$ cat src/rtl/entry_conditioner.sv
// entry_conditioner: synchronises and debounces the active-low insere push-button
// and the 4-bit numero switches; each clean press yields one validated digit on a
// valid/ready handshake.
// Optional feature macro: LONG_PRESS_CLEAR_EN (long press pulses clear_req and
// flushes the pending digit and overrun flag).
module entry_conditioner #(
    parameter int unsigned DEBOUNCE_CYCLES = 50000,
    parameter int unsigned LONG_CYCLES     = 100000000
) (
    input  logic       clk,
    input  logic       reset,
    input  logic       insere_n,
    input  logic [3:0] numero_raw,
    output logic [3:0] digit,
    output logic       digit_valid,
    input  logic       digit_ready,
    output logic       digit_reject,
    output logic       overrun,
    output logic       pressed,
    output logic       clear_req
);

    localparam int unsigned DW = $clog2(DEBOUNCE_CYCLES + 1);
    localparam logic [DW-1:0] DB_MAX = DW'(DEBOUNCE_CYCLES);

    if (DEBOUNCE_CYCLES < 2) begin : g_bad_debounce
        $error("entry_conditioner: DEBOUNCE_CYCLES must be at least 2");
    end
    if (LONG_CYCLES <= DEBOUNCE_CYCLES) begin : g_bad_long
        $error("entry_conditioner: LONG_CYCLES must exceed DEBOUNCE_CYCLES");
    end

    typedef enum logic [1:0] {
        IDLE,
        PRESS_WAIT,
        PRESSED,
        RELEASE_WAIT
    } state_t;

    state_t        state;
    state_t        state_next;
    logic [DW-1:0] cnt;
    logic [DW-1:0] cnt_next;
    logic          accept;
    logic          long_hit;

    logic          s_n_meta;
    logic          s_n;
    logic [3:0]    s_num_meta;
    logic [3:0]    s_num;

    // Two-flop synchronisers for the asynchronous button and switches
    always_ff @(posedge clk or posedge reset) begin
        if (reset) begin
            s_n_meta   <= 1'b1;
            s_n        <= 1'b1;
            s_num_meta <= '0;
            s_num      <= '0;
        end else begin
            s_n_meta   <= insere_n;
            s_n        <= s_n_meta;
            s_num_meta <= numero_raw;
            s_num      <= s_num_meta;
        end
    end

    // Debounce state and counter registers
    always_ff @(posedge clk or posedge reset) begin
        if (reset) begin
            state <= IDLE;
            cnt   <= '0;
        end else begin
            state <= state_next;
            cnt   <= cnt_next;
        end
    end

    // Next-state logic; a press or release needs DEBOUNCE_CYCLES+1 equal samples
    always_comb begin
        state_next = state;
        cnt_next   = cnt;
        accept     = 1'b0;
        case (state)
            IDLE: begin
                if (!s_n) begin
                    state_next = PRESS_WAIT;
                    cnt_next   = DW'(1);
                end
            end
            PRESS_WAIT: begin
                if (s_n) begin
                    state_next = IDLE;
                    cnt_next   = '0;
                end else if (cnt == DB_MAX) begin
                    state_next = PRESSED;
                    cnt_next   = '0;
                    accept     = 1'b1;
                end else begin
                    cnt_next = cnt + DW'(1);
                end
            end
            PRESSED: begin
                if (s_n) begin
                    state_next = RELEASE_WAIT;
                    cnt_next   = DW'(1);
                end
            end
            RELEASE_WAIT: begin
                if (!s_n) begin
                    state_next = PRESSED;
                    cnt_next   = '0;
                end else if (cnt == DB_MAX) begin
                    state_next = IDLE;
                    cnt_next   = '0;
                end else begin
                    cnt_next = cnt + DW'(1);
                end
            end
            default: begin
                state_next = IDLE;
                cnt_next   = '0;
            end
        endcase
    end

    assign pressed = (state == PRESSED) || (state == RELEASE_WAIT);

`ifdef LONG_PRESS_CLEAR_EN
    localparam int unsigned LW = $clog2(LONG_CYCLES + 1);
    localparam logic [LW-1:0] LONG_MAX = LW'(LONG_CYCLES);
    localparam logic [LW-1:0] LONG_M1  = LW'(LONG_CYCLES - 1);

    logic [LW-1:0] long_cnt;

    // Hit fires on the increment that reaches LONG_CYCLES; saturation makes it once per press
    assign long_hit = (state == PRESSED) && !s_n && (long_cnt == LONG_M1);

    // Hold-time counter: survives release bounces, cleared only when the release is accepted
    always_ff @(posedge clk or posedge reset) begin
        if (reset) begin
            long_cnt <= '0;
        end else if ((state == RELEASE_WAIT) && s_n && (cnt == DB_MAX)) begin
            long_cnt <= '0;
        end else if ((state == PRESSED) && !s_n && (long_cnt != LONG_MAX)) begin
            long_cnt <= long_cnt + LW'(1);
        end
    end

    // Long-press clear request pulse
    always_ff @(posedge clk or posedge reset) begin
        if (reset) begin
            clear_req <= 1'b0;
        end else begin
            clear_req <= long_hit;
        end
    end
`else
    assign long_hit  = 1'b0;
    assign clear_req = 1'b0;
`endif

    // Digit register, handshake, reject pulse and sticky overrun
    always_ff @(posedge clk or posedge reset) begin
        if (reset) begin
            digit        <= '0;
            digit_valid  <= 1'b0;
            digit_reject <= 1'b0;
            overrun      <= 1'b0;
        end else begin
            digit_reject <= 1'b0;
            if (digit_ready) begin
                digit_valid <= 1'b0;
            end
            if (accept) begin
                if (s_num > 4'd9) begin
                    digit_reject <= 1'b1;
                end else if (digit_valid && !digit_ready) begin
                    overrun <= 1'b1;
                end else begin
                    digit       <= s_num;
                    digit_valid <= 1'b1;
                end
            end
            if (long_hit) begin
                overrun     <= 1'b0;
                digit_valid <= 1'b0;
            end
        end
    end

endmodule

$ cat config.mk
export PLATFORM = sky130hd
export DESIGN_NAME = entry_conditioner
export DESIGN_NICKNAME = d
export VERILOG_FILES = /design/src/rtl/entry_conditioner.sv
export SDC_FILE = /design/constraint.sdc
export NUM_CORES = 1
export LEC_CHECK = 0
export ABC_AREA = 1
export BUFFER_PORTS_ARGS = -buffer_cell sky130_fd_sc_hd__buf_4
export CAP_MARGIN = 10
export CELL_PAD_IN_SITES_DETAIL_PLACEMENT = 0
export CELL_PAD_IN_SITES_GLOBAL_PLACEMENT = 2
export CORE_MARGIN = 10
export CORE_UTILIZATION = 34
export DETAILED_ROUTE_END_ITERATION = 8
export GPL_ROUTABILITY_DRIVEN = 0
export GPL_TIMING_DRIVEN = 0
export PLACE_DENSITY = 0.88
export SLEW_MARGIN = 20
export SYNTH_ARGS = -nofsm -noshare
export SYNTH_HDL_FRONTEND = slang
export SYNTH_SLANG_ARGS = --single-unit
export TNS_END_PERCENT = 10
$ cat constraint.sdc
create_clock -name clk -period 1.8 [get_ports clk]
set_input_delay 0 -clock clk [delete_from_list [all_inputs] [get_ports clk]]
set_output_delay 0 -clock clk [all_outputs]
set_load 0.03 [all_outputs]
# After elaboration in Yosys (flattened, before gate mapping)

Index checks and enable logic that the tools add are counted.

$lt $le $gt $ge: 1
Multiplexer cells: 22
Equality and inequality tests: 8
Bitwise operators: 2
Add/subtract/negate cells: 1
Reduce and logical (&&, ||, !) cells: 8

Operator list:

| kind                                                 | number |
|---|---|
| 2-to-1 mux 16 bit                                    | 5 |
| one-hot mux 16 bit (4 select lines)                  | 1 |
| adder 16 x 1 -> 16 bit, second input constant        | 1 |
| equality test 16 bit, second input constant          | 1 |
| 2-to-1 mux 2 bit                                     | 6 |
| 2-to-1 mux 1 bit                                     | 9 |
| one-hot mux 2 bit (4 select lines)                   | 1 |
| inequality test 3 bit, second input constant         | 2 |
| AND reduction 3 bit                                  | 2 |
| equality test 2 bit, second input constant           | 2 |
| greater-than comparator 4 bit, second input constant | 1 |
| inequality test 2 bit, second input constant         | 2 |
| AND reduction 4 bit                                  | 1 |
| equality test 2 x 1 -> 1 bit, second input constant  | 1 |
| logical NOT 2 bit                                    | 1 |
| inverter 1 bit                                       | 2 |
| AND reduction 2 bit                                  | 1 |
| logical AND 1 bit                                    | 1 |
| logical NOT 1 bit                                    | 1 |
| logical OR 1 bit                                     | 1 |

Flip-flop bits (word level): 35
Input port bits: 8
Output and inout bits: 9
Logic and storage cells: 52

# Logic depth before layout (Yosys ltp)

Gate-level depths: netlist of run 1.

Depth after elaboration: 5
Gate-level depth with buffers: 11
Gate-level depth less buffers: 11

# Least setup slack after synthesis of run 1

Ideal clock, no wire load.

Kind: register to register
Start point: reg cnt[0]
End point: reg (tool-made name)
Required time: 1.679 ns
Path buffers: 0
Cell stages (with the launch flop): 12
Path slack: 0.392 ns
Arrival time: 1.287 ns
Library setup time: 0.121 ns
Period minus slack after synthesis: 1.408 ns
Path through: dfrtp_1 inv_1 ha_1 inv_1 nor2_1 nand2_1 nor2_1 nand2_2 nand2_2 nand2_1 nand2_1 o21ai_1

RTL lines:

| item                   | RTL line | source |
|---|---|---|
| from (decl)            | 42       | `logic [DW-1:0] cnt;` |
| from (signal assigned) | 74       | `cnt <= cnt_next;` |

# Final worst setup path of run 1

Start point: reg cnt[0]
End point: reg digit[2]

Cells in the longest elaborated chain, start to end: 5

Ends and longest elaborated chain:

| item                                 | RTL line | source |
|---|---|---|
| equality test 16 bit                 | 94       | `end else if (cnt == DB_MAX) begin` |
| 2-to-1 mux 1 bit                     | 94       |  |
| 2-to-1 mux 1 bit                     | 91       | `if (s_n) begin` |
| 2-to-1 mux 1 bit                     | 83       | `case (state)` |
| AND reduction 3 bit (no source line) | --       |  |
| to (signal assigned)                 | 180      | `digit <= s_num;` |
| to (decl)                            | 14       | `output logic [3:0] digit,` |

No other way between the ends.
A chain may end at the register's enable or synchronous reset.

==> results.md, run 1 <==
Logic synthesis:
- The average footprint of a synthesized cell is 8.11 um^2.
- The commonest cells after synthesis are sky130_fd_sc_hd__nand2_1 (57), sky130_fd_sc_hd__dfrtp_1 (33), sky130_fd_sc_hd__inv_1 (29).
- In this run, synthesis produced a sequential element count of 35.
- The fraction of registers with async set or reset after synthesis is 1.00.
- The number of warning messages in the yosys log is 0.
- The cell count after synthesis came out at 214.
- The cell taking the most area after synthesis is sky130_fd_sc_hd__dfrtp_1.
- The top flip-flop cell by instance count after synthesis is sky130_fd_sc_hd__dfrtp_1.
- Of the post-synthesis cell area, the dominant cell type holds 0.476.
- The sequential element share of the synthesized area is 0.506.
- By instance count, the leading cell after synthesis is sky130_fd_sc_hd__nand2_1.
- The number of distinct standard cells referenced by the synthesized netlist is 27.
- The cell area that synthesis handed to floorplanning was 1740 um^2.
- By area the synthesized netlist is led by sky130_fd_sc_hd__dfrtp_1 (48%), sky130_fd_sc_hd__nand2_1 (12%), sky130_fd_sc_hd__inv_1 (6.3%).
- Yosys mapped a number of flops with a built-in enable equal to 0.
- When the netlist entered floorplanning its net count stood at 224.

STA:
- Setup repair after global routing left no endpoint under its margin.
- Setup total negative slack on the finished layout was measured at 0 ns.
- Static timing analysis puts the maximum clock frequency at 636 MHz.
- The total count of hold-check failures in the final report was 0.
- The final critical delay including setup and external delays is 1.57 ns.
- The number of failing setup endpoints in the final timing report is 0.
- For the pin with the worst max-slew slack, the measured transition is 0.714 ns.
- The clock arrives with 0.00954 ns of skew.
- The count of final max-slew check failures is 0.
- The final worst-path cycle share is 0.874.
- The headroom to the max-slew limit is 0.524.
- Across all setup checks in the final design, the least slack found is 0.227 ns.

Detailed routing:
- The detail-routed via count per cell is 4.47.
- The count of nets left with antenna violations once routing finished came out at 0.
- The first-iteration detailed-routing DRC count is 60.
- The first-pass detailed-route iteration total is 5.
- In the final routed layout, each cell accounts on average for 12.1 um.
- Summing over every cut layer, the via total after detailed routing is 1,385.
- In the routed design, unresolved DRC markers number 0.
- The final wirelength is 3760 um.

Clocking:
- The worst-skew pair later-pin latency is 0.29 ns.
- The number of buffers added by the clock tree synthesis step is 5.
- The clock tree from TritonCTS is done.
- The H-tree was split into 2 levels.
- The clock transition at the register clock pins on the worst setup and hold paths after CTS is 0.07 ns.
- Once the clock tree was built, the setup fixing pass inserted 0 buffers.
- In this run the clock root is driven by a sky130_fd_sc_hd__clkbuf_8.
- The TritonCTS sink count is 35.
- The number of buffers on the longest clock path is 2.

Place:
- The pre-CTS setup slack is 0.161 ns.
- The count of buffers added on input and output ports is 15.
- The detailed-placement wirelength estimate is 2770 um.

Worst setup path:
- STA classifies the critical path endpoint as a register.
- The type of origin of the critical path is a register.
- In this run the worst path has a maximum fanout of 4.
- The critical path is of the reg2reg type.
- The number of buffers and inverters on the critical path is 1.
- The category of cells accounting for the largest share of critical-path delay is simple AND/OR/NAND/NOR gates.
- STA puts the critical path data arrival time at 1.75 ns.
- The standard cell with the maximum stage delay on the critical path is sky130_fd_sc_hd__dfrtp_1.
- The delay of the slowest cell on the worst path is 0.39 ns.
- The critical path goes through inv_2 > ha_1 > nand2_1 > nor2_1 > nand2_1 > nor2_1 > nand4_1 > nand2_1 > nand2_1.
- The cell type with the highest occurrence count on the critical path is sky130_fd_sc_hd__nand2_1.
- Data on the critical path is required at its endpoint by 1.98 ns.

Global routing:
- Entering global routing, the biggest net connects 36 pins.
- The total global routing overflow is 0.
- The first global-routing pass estimated 6670 um of wire.
- The number of antenna violations at the first check in global routing was 0.
- The via count of the first global-routing pass came to 1,407.
- In the global route stage, overall resource usage came out at 0.0969.

Floorplanning:
- After floorplanning, the core was divided into 25 placement rows.
- The floorplan step defined a die boundary enclosing 8360 um^2.
- The number of top-level design ports is 17.
- The die is 91.4 um tall.
- The core area is 4850 um^2.
- The initial utilization of the core area, before any placement, comes to 0.358.
- The die is 91.4 um wide.

Finish:
- The footprint of the flip-flops and latches is 878 um^2.
- In the final layout, the share of cells above drive strength 1 is 0.206.
- The multi-input combinational cells in the finished layout cover a total of 703 um^2.
- The area overhead of the layout relative to synthesis is 21.3%.
- At the end of the flow, the number of nets in the layout was 252.
- The antenna diode instance count is 0.
- After filler insertion, the fill cell instance count of the layout stands at 504.

Outcome:
- The flow ran to the end, and the final reports show no timing, DRC or antenna violations.

Worst hold path:
- The class of the most critical hold timing path is in2reg.

Power and ir drop:
- The power density normalized to cell area is 982 nW/um^2.
- Power comes to 2.07 mW.
- Summed over all cells, the static leakage comes to 1.05 nW.
- IR analysis of the VDD net gives a maximum drop of 0.557 mV.

Run:
- The max-cap violation count is 0.
-- worst min-delay path: cells and delay by family --
kind | cells | cell delay (ns)
buf+inv | 2 | 0.11
simple gates | 2 | 0.29
-- final cells by class --
| class | count | share of cell area |
|---|---|---|
| Clock inverter | 3 | 0.0208 |
| Sequential cell | 35 | 0.417 |
| Clock buffer | 5 | 0.0327 |
| Buffer | 4 | 0.0125 |
| Tap cell | 67 | 0.0398 |
| Timing Repair Buffer | 21 | 0.0820 |
| Inverter | 34 | 0.0606 |
| Multi-Input combinational cell | 141 | 0.334 |
-- worst paths after layout --
kind,startpoint,end,slack (ns),depth (start not counted)
min,digit_ready,digit_valid,0.15,4
max reg2reg,cnt[0],digit[2],0.23,9
min reg2reg,s_num_meta[3],s_num[3],0.35,0
min in group asynchronous,reset,cnt[15],0.38,3
max,cnt[0],digit[2],0.23,9
max in group asynchronous,reset,cnt[8],0.95,3
-- kinds of logic (layout without fill, tap and decap cells) --
logic type	after synthesis	in the layout	share of synthesized area
adder cells (fa/ha/maj)	2	2	0.0144
other	1	1	0.00216
XOR/XNOR	3	3	0.0151
buffers and inverters	38	67	0.0887
AND/OR/NAND/NOR	114	114	0.303
AO/OA/AOI/OAI	21	21	0.0707
flip-flops	35	35	0.506
-- where the power goes --
group	leakage [nW]	internal (mW)	total, mW	switching (mW)
Sequential	0.458	0.843	0.888	0.0456
Combinational	0.532	0.156	0.472	0.316
Clock	0.0581	0.412	0.706	0.293
-- routing by layer --
metal  share of wire  GRT usage
met1            0.50      0.121
met2            0.46      0.153
met3           0.036     0.0362
met4          0.0074     0.0235
met5               0          0
-- cells in the final DEF (no fill, tap or decap), types with 4 or more instances in the layout --
| master | synthesis | routed |
|---|---|---|
| sky130_fd_sc_hd__dlygate4sd3_1 | 0 | 6 |
| sky130_fd_sc_hd__o21ai_0 | 4 | 4 |
| sky130_fd_sc_hd__o22ai_1 | 4 | 4 |
| sky130_fd_sc_hd__dfrtp_1 | 33 | 33 |
| sky130_fd_sc_hd__nand3_1 | 16 | 16 |
| sky130_fd_sc_hd__nor2_2 | 4 | 4 |
| sky130_fd_sc_hd__nand2_1 | 57 | 57 |
| sky130_fd_sc_hd__inv_2 | 5 | 7 |
| sky130_fd_sc_hd__nand4_1 | 8 | 8 |
| sky130_fd_sc_hd__buf_4 | 1 | 16 |
| sky130_fd_sc_hd__clkbuf_8 | 0 | 5 |
| sky130_fd_sc_hd__nor2_1 | 15 | 15 |
| sky130_fd_sc_hd__nand2_2 | 6 | 6 |
| sky130_fd_sc_hd__o21ai_1 | 9 | 9 |
| sky130_fd_sc_hd__nor3_1 | 4 | 4 |
| sky130_fd_sc_hd__inv_1 | 29 | 27 |
-- stage by stage --
step	hold slack, ns	utilization	cells	area (um^2)
floorplan	0.00448	-	214	1740
global placement	0.109	0.398	296	1930
detailed placement	0.110	0.398	296	1930
CTS	0.144	0.434	310	2100
global route	0.173	0.434	310	2100
finish	0.147	0.434	310	2100
-- what timing repair did --
item / in CTS / in global routing
hold buffers: 6 / 0
hold endpoints to repair: 38 / 0
gates resized for setup: 0 / 1
setup endpoints to repair: 0 / 3
-- sequential cells by signal (all words and copies together) (netlist names), named ones only --
signal	cells
s_n	1
cnt	16
overrun	1
state	1
digit_reject	1
s_num	4
s_n_meta	1
digit	4
s_num_meta	4
digit_valid	1
Note: power is estimated with default switching activity, not from simulation.
==> run 2: changes to the inputs <==
--- a/config.mk
+++ b/config.mk
@@ -10,6 +10,7 @@
 export CAP_MARGIN = 10
 export CELL_PAD_IN_SITES_DETAIL_PLACEMENT = 0
 export CELL_PAD_IN_SITES_GLOBAL_PLACEMENT = 2
+export CORE_ASPECT_RATIO = 1.2
 export CORE_MARGIN = 10
 export CORE_UTILIZATION = 34
 export DETAILED_ROUTE_END_ITERATION = 8
==> run 2 against run 1 <==
Effect of this change: design area down 0.30%; largest cell class unchanged; worst setup slack better by 0.0049 ns; global-route usage down 0.15 points; die area up 0.14%; clock skew down 0.0037 ns; critical path depth up 2; cell count down 2.3%; non-clock buffer count unchanged; wire length up 0.93%; clock power up 2%; first-iteration DRC count up 32%; flip-flop and latch count unchanged.
==> results.md, run 2 (synthesized netlist as in run 1, its figures left out) <==
Outcome:
- Status: complete, no violations (unchanged).

Finish:
- The antenna diode instance count is 0 (unchanged).
- The count of fill cells added during filler insertion is 506 (was 504).
- The flip-flop count of the largest register, all copies and words added was 16 (unchanged).
- The multi-input combinational cell area is 706 um^2 (was 703 um^2).
- The register with the highest flop count is cnt (unchanged).
- The footprint of the flip-flops and latches is 878 um^2 (unchanged).
- The final layout net count was 252 (unchanged).
- The commonest non-fill, non-tap cell in the layout was sky130_fd_sc_hd__nand2_1 (unchanged).
- Commonest cells after routing, fill and taps aside: sky130_fd_sc_hd__nand2_1 (57), sky130_fd_sc_hd__dfrtp_1 (33), sky130_fd_sc_hd__inv_1 (27) (unchanged).
- The layout cell share with drive strength beyond 1 is 0.210 (was 0.206).
- The area overhead of the layout relative to synthesis is 20.9% (was 21.3%).

STA:
- The worst clock skew on the final layout is 0.00589 ns (was 0.00954 ns).
- The count of final max-slew check failures came to 0 (unchanged).
- The final worst-path cycle share is 0.871 (was 0.874).
- The transition time of the tightest slew-check pin is 0.749 ns (was 0.714 ns).
- The total count of hold-check failures in the final report came to 0 (unchanged).
- The maximum achievable frequency is 638 MHz (was 636 MHz).
- The number of failing setup endpoints in the final timing report is 0 (unchanged).
- The final critical delay including setup and external delays is 1.57 ns (about the same).
- The total negative slack for setup checks is 0 ns (unchanged).
- RSZ-0062 raised after global routing: no (unchanged).
- The headroom to the max-slew limit was 0.500 (was 0.524).

Global routing:
- The first-pass GRT wire length is 6670 um (unchanged).
- The pin count of the biggest net entering global routing came to 36 (unchanged).
- The via count of the first global-routing pass was 1,377 (was 1,407).
- The total global routing overflow is 0 (unchanged).
- The global-route total usage across every layer is 0.0954 (was 0.0969).
- The number of antenna violations at the first check in global routing is 0 (unchanged).

Floorplanning:
- The starting density of the core came to 0.351 (was 0.358).
- The standard-cell row count is 28 (was 25).
- The die area is 8370 um^2 (was 8360 um^2).
- The die span in x is 85.2 um (was 91.4 um).
- The core area is 4940 um^2 (was 4850 um^2).
- The number of top-level design ports is 17 (unchanged).
- The die height came to 98.3 um (was 91.4 um).

Power and ir drop:
- The leakage power of the design was 1.05 nW (about the same).
- The power density normalized to cell area is 994 nW/um^2 (was 982 nW/um^2).
- The peak supply drop is 0.453 mV (was 0.557 mV).
- The total power after layout is 2.09 mW (was 2.07 mW).

Detailed routing:
- The final wirelength is 3800 um (was 3760 um).
- The count of nets left with antenna violations after detail routing is 0 (unchanged).
- The first-pass detailed-route iteration total is 4 (was 5).
- The detailed-route via count came to 1,378 (was 1,385).
- The final routed DRC violation total came to 0 (unchanged).
- The detail-routed via count per cell is 4.55 (was 4.47).
- The first-iteration detailed-routing DRC count was 79 (was 60).
- The average wire per cell in the routed design is 12.5 um (was 12.1 um).

Worst hold path:
- The class of the most critical hold timing path is in2reg (unchanged).

Clocking:
- The worst-skew pair later-pin latency came to 0.28 ns (was 0.29 ns).
- The clock tree root buffer cell is sky130_fd_sc_hd__clkbuf_8 (unchanged).
- The TritonCTS sink count is 35 (unchanged).
- The clock transition at the register clock pins on the worst setup and hold paths after CTS was 0.08 ns (was 0.07 ns).
- The number of buffers added by the clock tree synthesis step is 5 (unchanged).
- The number of buffers on the longest clock path is 2 (unchanged).
- The clock tree from TritonCTS was done (unchanged).
- The number of post-CTS setup repair buffers is 0 (unchanged).
- The total number of H-tree levels is 2 (unchanged).

Worst setup path:
- The cell type with the highest occurrence count on the critical path is sky130_fd_sc_hd__nor2_1 (was sky130_fd_sc_hd__nand2_1).
- The critical path arrival was 1.74 ns (was 1.75 ns).
- The critical setup path kind was reg2reg (unchanged).
- The delay of the slowest cell on the worst path is 0.40 ns (was 0.39 ns).
- The standard cell with the maximum stage delay on the critical path is sky130_fd_sc_hd__dfrtp_1 (unchanged).
- The data required time at the worst endpoint is 1.97 ns (was 1.98 ns).
- The type of origin of the critical path was a register (unchanged).
- CP Cell Sequence: inv_2 > ha_1 > inv_1 > nor2_1 > nand2_1 > nor2_1 > nand2_2 > nand2_2 > nand2_1 > inv_1 > nor2_1 (was inv_2 > ha_1 > nand2_1 > nor2_1 > nand2_1 > nor2_1 > nand4_1 > nand2_1 > nand2_1).
- The biggest fanout along the worst timing path is 5 (was 4).
- The endpoint class of the critical path is a register (unchanged).

Place:
- The detailed-placement wirelength estimate is 2730 um (was 2770 um).
- The total of buffers placed on input and output ports was 15 (unchanged).

Run:
- The max-cap violation count is 0 (unchanged).
run 2: layer usage:
metal,vias to the layer above,wire length (um),track usage
li1,725,-,-
met1,634,1800,0.118
met2,15,1860,0.154
met3,4,100,0.0249
met4,0,41,0.0343
met5,-,0,0
run 2: report_power, final:
| group | internal, mW | switching (mW) |
|---|---|---|
| clock | 0.413 | 0.306 |
| sequential | 0.842 | 0.0454 |
| combinational | 0.155 | 0.325 |
| total | 1.41 | 0.676 |
run 2: path summary, 6_finish.rpt:
check,cells past startpoint,to,slack (ns),startpoint
min reg2reg,0,s_num[3],0.35,s_num_meta[3]
max in group asynchronous,3,cnt[14],0.91,reset
max,11,state[0],0.23,cnt[0]
min,4,digit_valid,0.12,digit_ready
max reg2reg,11,state[0],0.23,cnt[0]
min in group asynchronous,3,cnt[11],0.40,reset
run 2: critical path: cells and delay by family, from the launching register on:
| family | cells | cell delay [ns] |
|---|---|---|
| and+or+nand+nor | 7 | 0.62 |
| adders and majority gates | 1 | 0.18 |
| buffers and inverters | 3 | 0.23 |
| DFF | 1 | 0.40 |
run 2: area by class of cell:
cell class / count / area share
flip-flops and latches: 35 / 0.419
multi-input cells: 141 / 0.336
repair buffers: 21 / 0.0823
inverters: 34 / 0.0608
well taps: 60 / 0.0358
clock buffers: 5 / 0.0328
clock inverters: 3 / 0.0209
plain buffers: 4 / 0.0125
run 2: timing repair:
item / 4_1_cts / 5_1_grt
hold buffers: 6 / 0
endpoints found under the setup margin: 0 / 12
gates resized for setup: 0 / 2
endpoints found under the hold margin: 38 / 0
run 2: stage by stage:
step / hold WS, ns / util / std cells / instance area (um^2) / worst slack (ns)
after floorplan: 0.00448 / - / 214 / 1740 / 0.392
after global placement: 0.109 / 0.389 / 289 / 1920 / 0.139
after detailed placement: 0.110 / 0.389 / 289 / 1920 / 0.134
after CTS: 0.108 / 0.424 / 303 / 2100 / 0.0989
after global routing: 0.159 / 0.425 / 303 / 2100 / 0.0727
final: 0.121 / 0.425 / 303 / 2100 / 0.232
==> run 3: changes to the inputs <==
--- a/config.mk
+++ b/config.mk
@@ -5,14 +5,14 @@
 export SDC_FILE = /design/constraint.sdc
 export NUM_CORES = 1
 export LEC_CHECK = 0
-export ABC_AREA = 1
+export ABC_AREA = 0
 export BUFFER_PORTS_ARGS = -buffer_cell sky130_fd_sc_hd__buf_4
 export CAP_MARGIN = 10
 export CELL_PAD_IN_SITES_DETAIL_PLACEMENT = 0
 export CELL_PAD_IN_SITES_GLOBAL_PLACEMENT = 2
 export CORE_ASPECT_RATIO = 1.2
 export CORE_MARGIN = 10
-export CORE_UTILIZATION = 34
+export CORE_UTILIZATION = 37
 export DETAILED_ROUTE_END_ITERATION = 8
 export GPL_ROUTABILITY_DRIVEN = 0
 export GPL_TIMING_DRIVEN = 0
==> run 3 against run 2 <==
Effect of this change: the flow now finishes with violations (negative setup slack); non-clock buffer count rose by 14; first-iteration DRC count is 29% lower; clock power fell by 19%; wire length is 4.2% lower; sequential share of layout area fell by 0.37 points; area after synthesis fell by 6.8%; fmax is 23% lower; global-route usage increased by 0.93 points.
==> results.md, run 3 <==
Logic synthesis:
- The adder-cell share of the synthesized area is 0.0155 (was 0.0144).
- The synthesized area is 1620 um^2 (was 1740 um^2).
- The sequential element share of the synthesized area was 0.543 (was 0.506).
- The number of distinct standard cells referenced by the synthesized netlist came to 43 (was 27).
- The synthesized-area fraction occupied by and/or/nand/nor cells is 0.221 (was 0.303).
- The top flip-flop cell by instance count after synthesis was sky130_fd_sc_hd__dfrtp_1 (unchanged).
- The combinational family with the most area after synthesis is simple AND/OR/NAND/NOR gates (unchanged).
- The number of warning messages in the yosys log is 0 (unchanged).
- The synthesized flop and latch total is 35 (unchanged).
- Most common library cells after synthesis: sky130_fd_sc_hd__dfrtp_1 (33), sky130_fd_sc_hd__nand2_1 (13), sky130_fd_sc_hd__a21o_1 (9) (was sky130_fd_sc_hd__nand2_1 (57), sky130_fd_sc_hd__dfrtp_1 (33), sky130_fd_sc_hd__inv_1 (29)).
- The area fraction of the dominant cell type after synthesis is 0.511 (was 0.476).
- The fraction of registers with async set or reset after synthesis is 1.00 (unchanged).
- The cell count after synthesis was 150 (was 214).
- The cell taking the most area after synthesis is sky130_fd_sc_hd__dfrtp_1 (unchanged).
- Ranking of synthesized cells by area: sky130_fd_sc_hd__dfrtp_1 (51%), sky130_fd_sc_hd__a21o_1 (4.2%), sky130_fd_sc_hd__dfstp_2 (3.3%) (was sky130_fd_sc_hd__dfrtp_1 (48%), sky130_fd_sc_hd__nand2_1 (12%), sky130_fd_sc_hd__inv_1 (6.3%)).
- The dominant cell by count in the synthesized netlist is sky130_fd_sc_hd__dfrtp_1 (was sky130_fd_sc_hd__nand2_1).
- The post-synthesis share of cell area spent on xor and xnor gates was 0.00542 (was 0.0151).
- The multiplexer area fraction after synthesis is 0.0464 (was 0).
- The complex-gate fraction of the synthesized area was 0.122 (was 0.0707).
- The number of nets in the synthesized netlist is 160 (was 224).
- The average footprint of a synthesized cell was 10.8 um^2 (was 8.11 um^2).
- The count of flip-flops with a built-in enable after synthesis is 0 (unchanged).

Detailed routing:
- The count of nets left with antenna violations after detail routing was 0 (unchanged).
- The first-pass detailed-route iteration total is 4 (unchanged).
- The average wire per cell in the routed design is 14.7 um (was 12.5 um).
- The first-iteration detailed-routing DRC count is 56 (was 79).
- The detailed-route via count is 1,234 (was 1,378).
- The detail-routed via count per cell is 5.00 (was 4.55).
- The final routed DRC violation total is 0 (unchanged).
- The final wirelength came to 3640 um (was 3800 um).

Finish:
- Commonest cells after routing, fill and taps aside: sky130_fd_sc_hd__dfrtp_1 (33), sky130_fd_sc_hd__buf_4 (28), sky130_fd_sc_hd__nand2_1 (11) (was sky130_fd_sc_hd__nand2_1 (57), sky130_fd_sc_hd__dfrtp_1 (33), sky130_fd_sc_hd__inv_1 (27)).
- The register with the highest flop count is cnt (unchanged).
- The flip-flop count of the largest register, all copies and words added is 16 (unchanged).
- The layout cell share with drive strength beyond 1 is 0.377 (was 0.210).
- The filler-free cell count of the finished design is 247 (was 303).
- The count of fill cells added during filler insertion is 392 (was 506).
- The antenna diode instance count is 0 (unchanged).
- The commonest non-fill, non-tap cell in the layout is sky130_fd_sc_hd__dfrtp_1 (was sky130_fd_sc_hd__nand2_1).
- The final layout net count is 200 (was 252).
- The area overhead of the layout relative to synthesis is 31.0% (was 20.9%).
- The final standard cell utilization of the core is 0.501 (was 0.425).

Worst setup path:
- The type of origin of the critical path is a register (unchanged).
- CP Cell Sequence: or4b_4 > nor4_4 > buf_4 > or2_4 > buf_12 > o21ai_1 > a21o_1 (was inv_2 > ha_1 > inv_1 > nor2_1 > nand2_1 > nor2_1 > nand2_2 > nand2_2 > nand2_1 > inv_1 > nor2_1).
- The category of cells accounting for the largest share of critical-path delay is simple AND/OR/NAND/NOR gates (unchanged).
- The delay of the slowest cell on the worst path is 0.57 ns (was 0.40 ns).
- The data required time at the worst endpoint was 1.98 ns (was 1.97 ns).
- The critical path arrival came to 2.21 ns (was 1.74 ns).
- The endpoint class of the critical path was a register (unchanged).
- The biggest fanout along the worst timing path is 10 (was 5).
- The buffers plus inverters on the worst setup path is 2 (was 3).
- The standard cell with the maximum stage delay on the critical path is sky130_fd_sc_hd__or4b_4 (was sky130_fd_sc_hd__dfrtp_1).
- The critical setup path kind was reg2reg (unchanged).

Run:
- The max-cap violation count is 0 (unchanged).

Worst hold path:
- The class of the most critical hold timing path was in2reg (unchanged).

STA:
- The final worst-path cycle share was 1.13 (was 0.871).
- The final worst-path setup slack was -0.232 ns (was 0.232 ns).
- The total count of hold-check failures in the final report is 0 (unchanged).
- The transition time of the tightest slew-check pin is 0.831 ns (was 0.749 ns).
- The worst clock skew on the final layout is 0.00508 ns (was 0.00589 ns).
- The final critical delay including setup and external delays was 2.03 ns (was 1.57 ns).
- The number of failing setup endpoints in the final timing report is 24 (was 0).
- The total negative slack for setup checks is -3.40 ns (was 0 ns).
- The count of final max-slew check failures is 0 (unchanged).
- The maximum achievable frequency was 492 MHz (was 638 MHz).
- The headroom to the max-slew limit is 0.444 (was 0.500).
- RSZ-0062 raised after global routing: yes (was no).
- The worst hold-check slack is 0.0164 ns (was 0.121 ns).

Clocking:
- The clock tree from TritonCTS is done (unchanged).
- The number of buffers on the longest clock path came to 2 (unchanged).
- The clock tree root buffer cell is sky130_fd_sc_hd__clkbuf_8 (unchanged).
- The worst-skew pair later-pin latency came to 0.29 ns (was 0.28 ns).
- The number of buffers added by the clock tree synthesis step is 5 (unchanged).
- The clock transition at the register clock pins on the worst setup and hold paths after CTS was 0.07 ns (was 0.08 ns).
- The TritonCTS sink count is 35 (unchanged).
- The total number of H-tree levels is 2 (unchanged).

Global routing:
- The total global routing overflow is 0 (unchanged).
- The number of antenna violations at the first check in global routing is 0 (unchanged).
- The global-route total usage across every layer is 0.105 (was 0.0954).
- The first-pass GRT wire length is 6190 um (was 6670 um).
- The pin count of the biggest net entering global routing is 36 (unchanged).
- The via count of the first global-routing pass is 1,325 (was 1,377).

Floorplanning:
- The number of top-level design ports is 17 (unchanged).
- The core area was 4230 um^2 (was 4940 um^2).
- The standard-cell row count is 26 (was 28).
- The die span in x is 80.3 um (was 85.2 um).
- The starting density of the core is 0.382 (was 0.351).
- The die area is 7420 um^2 (was 8370 um^2).
- The die height is 92.4 um (was 98.3 um).

Outcome:
- The final reports fail on negative setup slack.
- Status: finished with violations (was complete, no violations).

Place:
- The detailed-placement wirelength estimate came to 2460 um (was 2730 um).
- The total of buffers placed on input and output ports is 15 (unchanged).
- The cell count after placement was 221 (was 289).

Power and ir drop:
- The leakage power of the design is 1.01 nW (was 1.05 nW).
- The power density normalized to cell area is 1130 nW/um^2 (was 994 nW/um^2).
- The peak supply drop came to 0.978 mV (was 0.453 mV).
## run 3: cell types whose count changed after synthesis, moves of 4 or more
cell,before,now
sky130_fd_sc_hd__mux2_2,0,4
sky130_fd_sc_hd__nand2_1,57,13
sky130_fd_sc_hd__inv_1,29,6
sky130_fd_sc_hd__nor2_1,15,8
sky130_fd_sc_hd__o21ai_1,9,1
sky130_fd_sc_hd__o22ai_1,4,0
sky130_fd_sc_hd__nand3_1,16,8
sky130_fd_sc_hd__inv_2,5,0
sky130_fd_sc_hd__nand2_2,6,0
sky130_fd_sc_hd__a21o_1,0,9
sky130_fd_sc_hd__a21oi_1,1,8
## run 3: layout make-up
class	instances	area [um^2]	share of cell area
Buffer	6	55.1	0.0260
Inverter	6	22.5	0.0106
Clock inverter	3	25.0	0.0118
Clock buffer	5	68.8	0.0325
Sequential cell	35	878	0.415
Tap cell	56	70.1	0.0331
Multi-Input combinational cell	103	731	0.345
Timing Repair Buffer	33	267	0.126
## run 3: metrics by stage
step | worst slack, ns | power, mW | area, um^2
floorplan | -0.162 | 1.45 | 1630
global placement | -0.380 | 1.62 | 1810
detailed placement | -0.397 | 1.65 | 1810
CTS | -0.226 | 2.38 | 2090
global route | -0.311 | 2.50 | 2120
finish | -0.232 | 2.38 | 2120
## run 3: path summary, 6_finish.rpt
| check | slack (ns) | from | cells past startpoint | to |
|---|---|---|---|---|
| max | -0.23 | cnt[2] | 7 | cnt[12] |
| min | 0.02 | digit_ready | 3 | digit_valid |
| max reg2reg | -0.23 | cnt[2] | 7 | cnt[12] |
| min reg2reg | 0.36 | s_num_meta[3] | 0 | s_num[3] |
| max in group asynchronous | 0.96 | reset | 3 | cnt[14] |
| min in group asynchronous | 0.39 | reset | 3 | cnt[4] |
## run 3: where the power goes
part	switching [mW]	internal, mW
sequential	0.0554	0.846
clock	0.305	0.276
combinational	0.500	0.400
total	0.861	1.52
## run 3: timing repair
action                                 CTS  global route
gates cloned                             1             0
endpoints found under the hold margin   38             0
pin swaps                                5             4
setup endpoints to repair               23            25
buffers inserted                         9             2
resized for setup                       14             5
hold buffers                             6             0
## run 3: worst register-to-register path, stage by stage, from the launching register on
cell and delay (ns):
sky130_fd_sc_hd__dfrtp_1 0.39, sky130_fd_sc_hd__or4b_4 0.57, sky130_fd_sc_hd__nor4_4 0.28, sky130_fd_sc_hd__buf_4 0.17, sky130_fd_sc_hd__or2_4 0.15, sky130_fd_sc_hd__buf_12 0.14
sky130_fd_sc_hd__o21ai_1 0.07, sky130_fd_sc_hd__a21o_1 0.16
## run 3: per-layer routing
metal / share of wire / GRT usage / vias up
met5: 0 / 0 / -
met1: 0.42 / 0.116 / 604
met4: 0.012 / 0.0382 / 0
met3: 0.030 / 0.0309 / 5
met2: 0.54 / 0.182 / 16
li1: - / - / 609
## run 3: cells by family (layout without fill, tap and decap cells)
group	count (synthesis)	in the layout
mux	7	7
fa+ha+maj	2	2
simple gates	62	62
compound gates	30	30
buf+inv	12	53
other cells	1	1
flops	35	35
xor+xnor	1	1
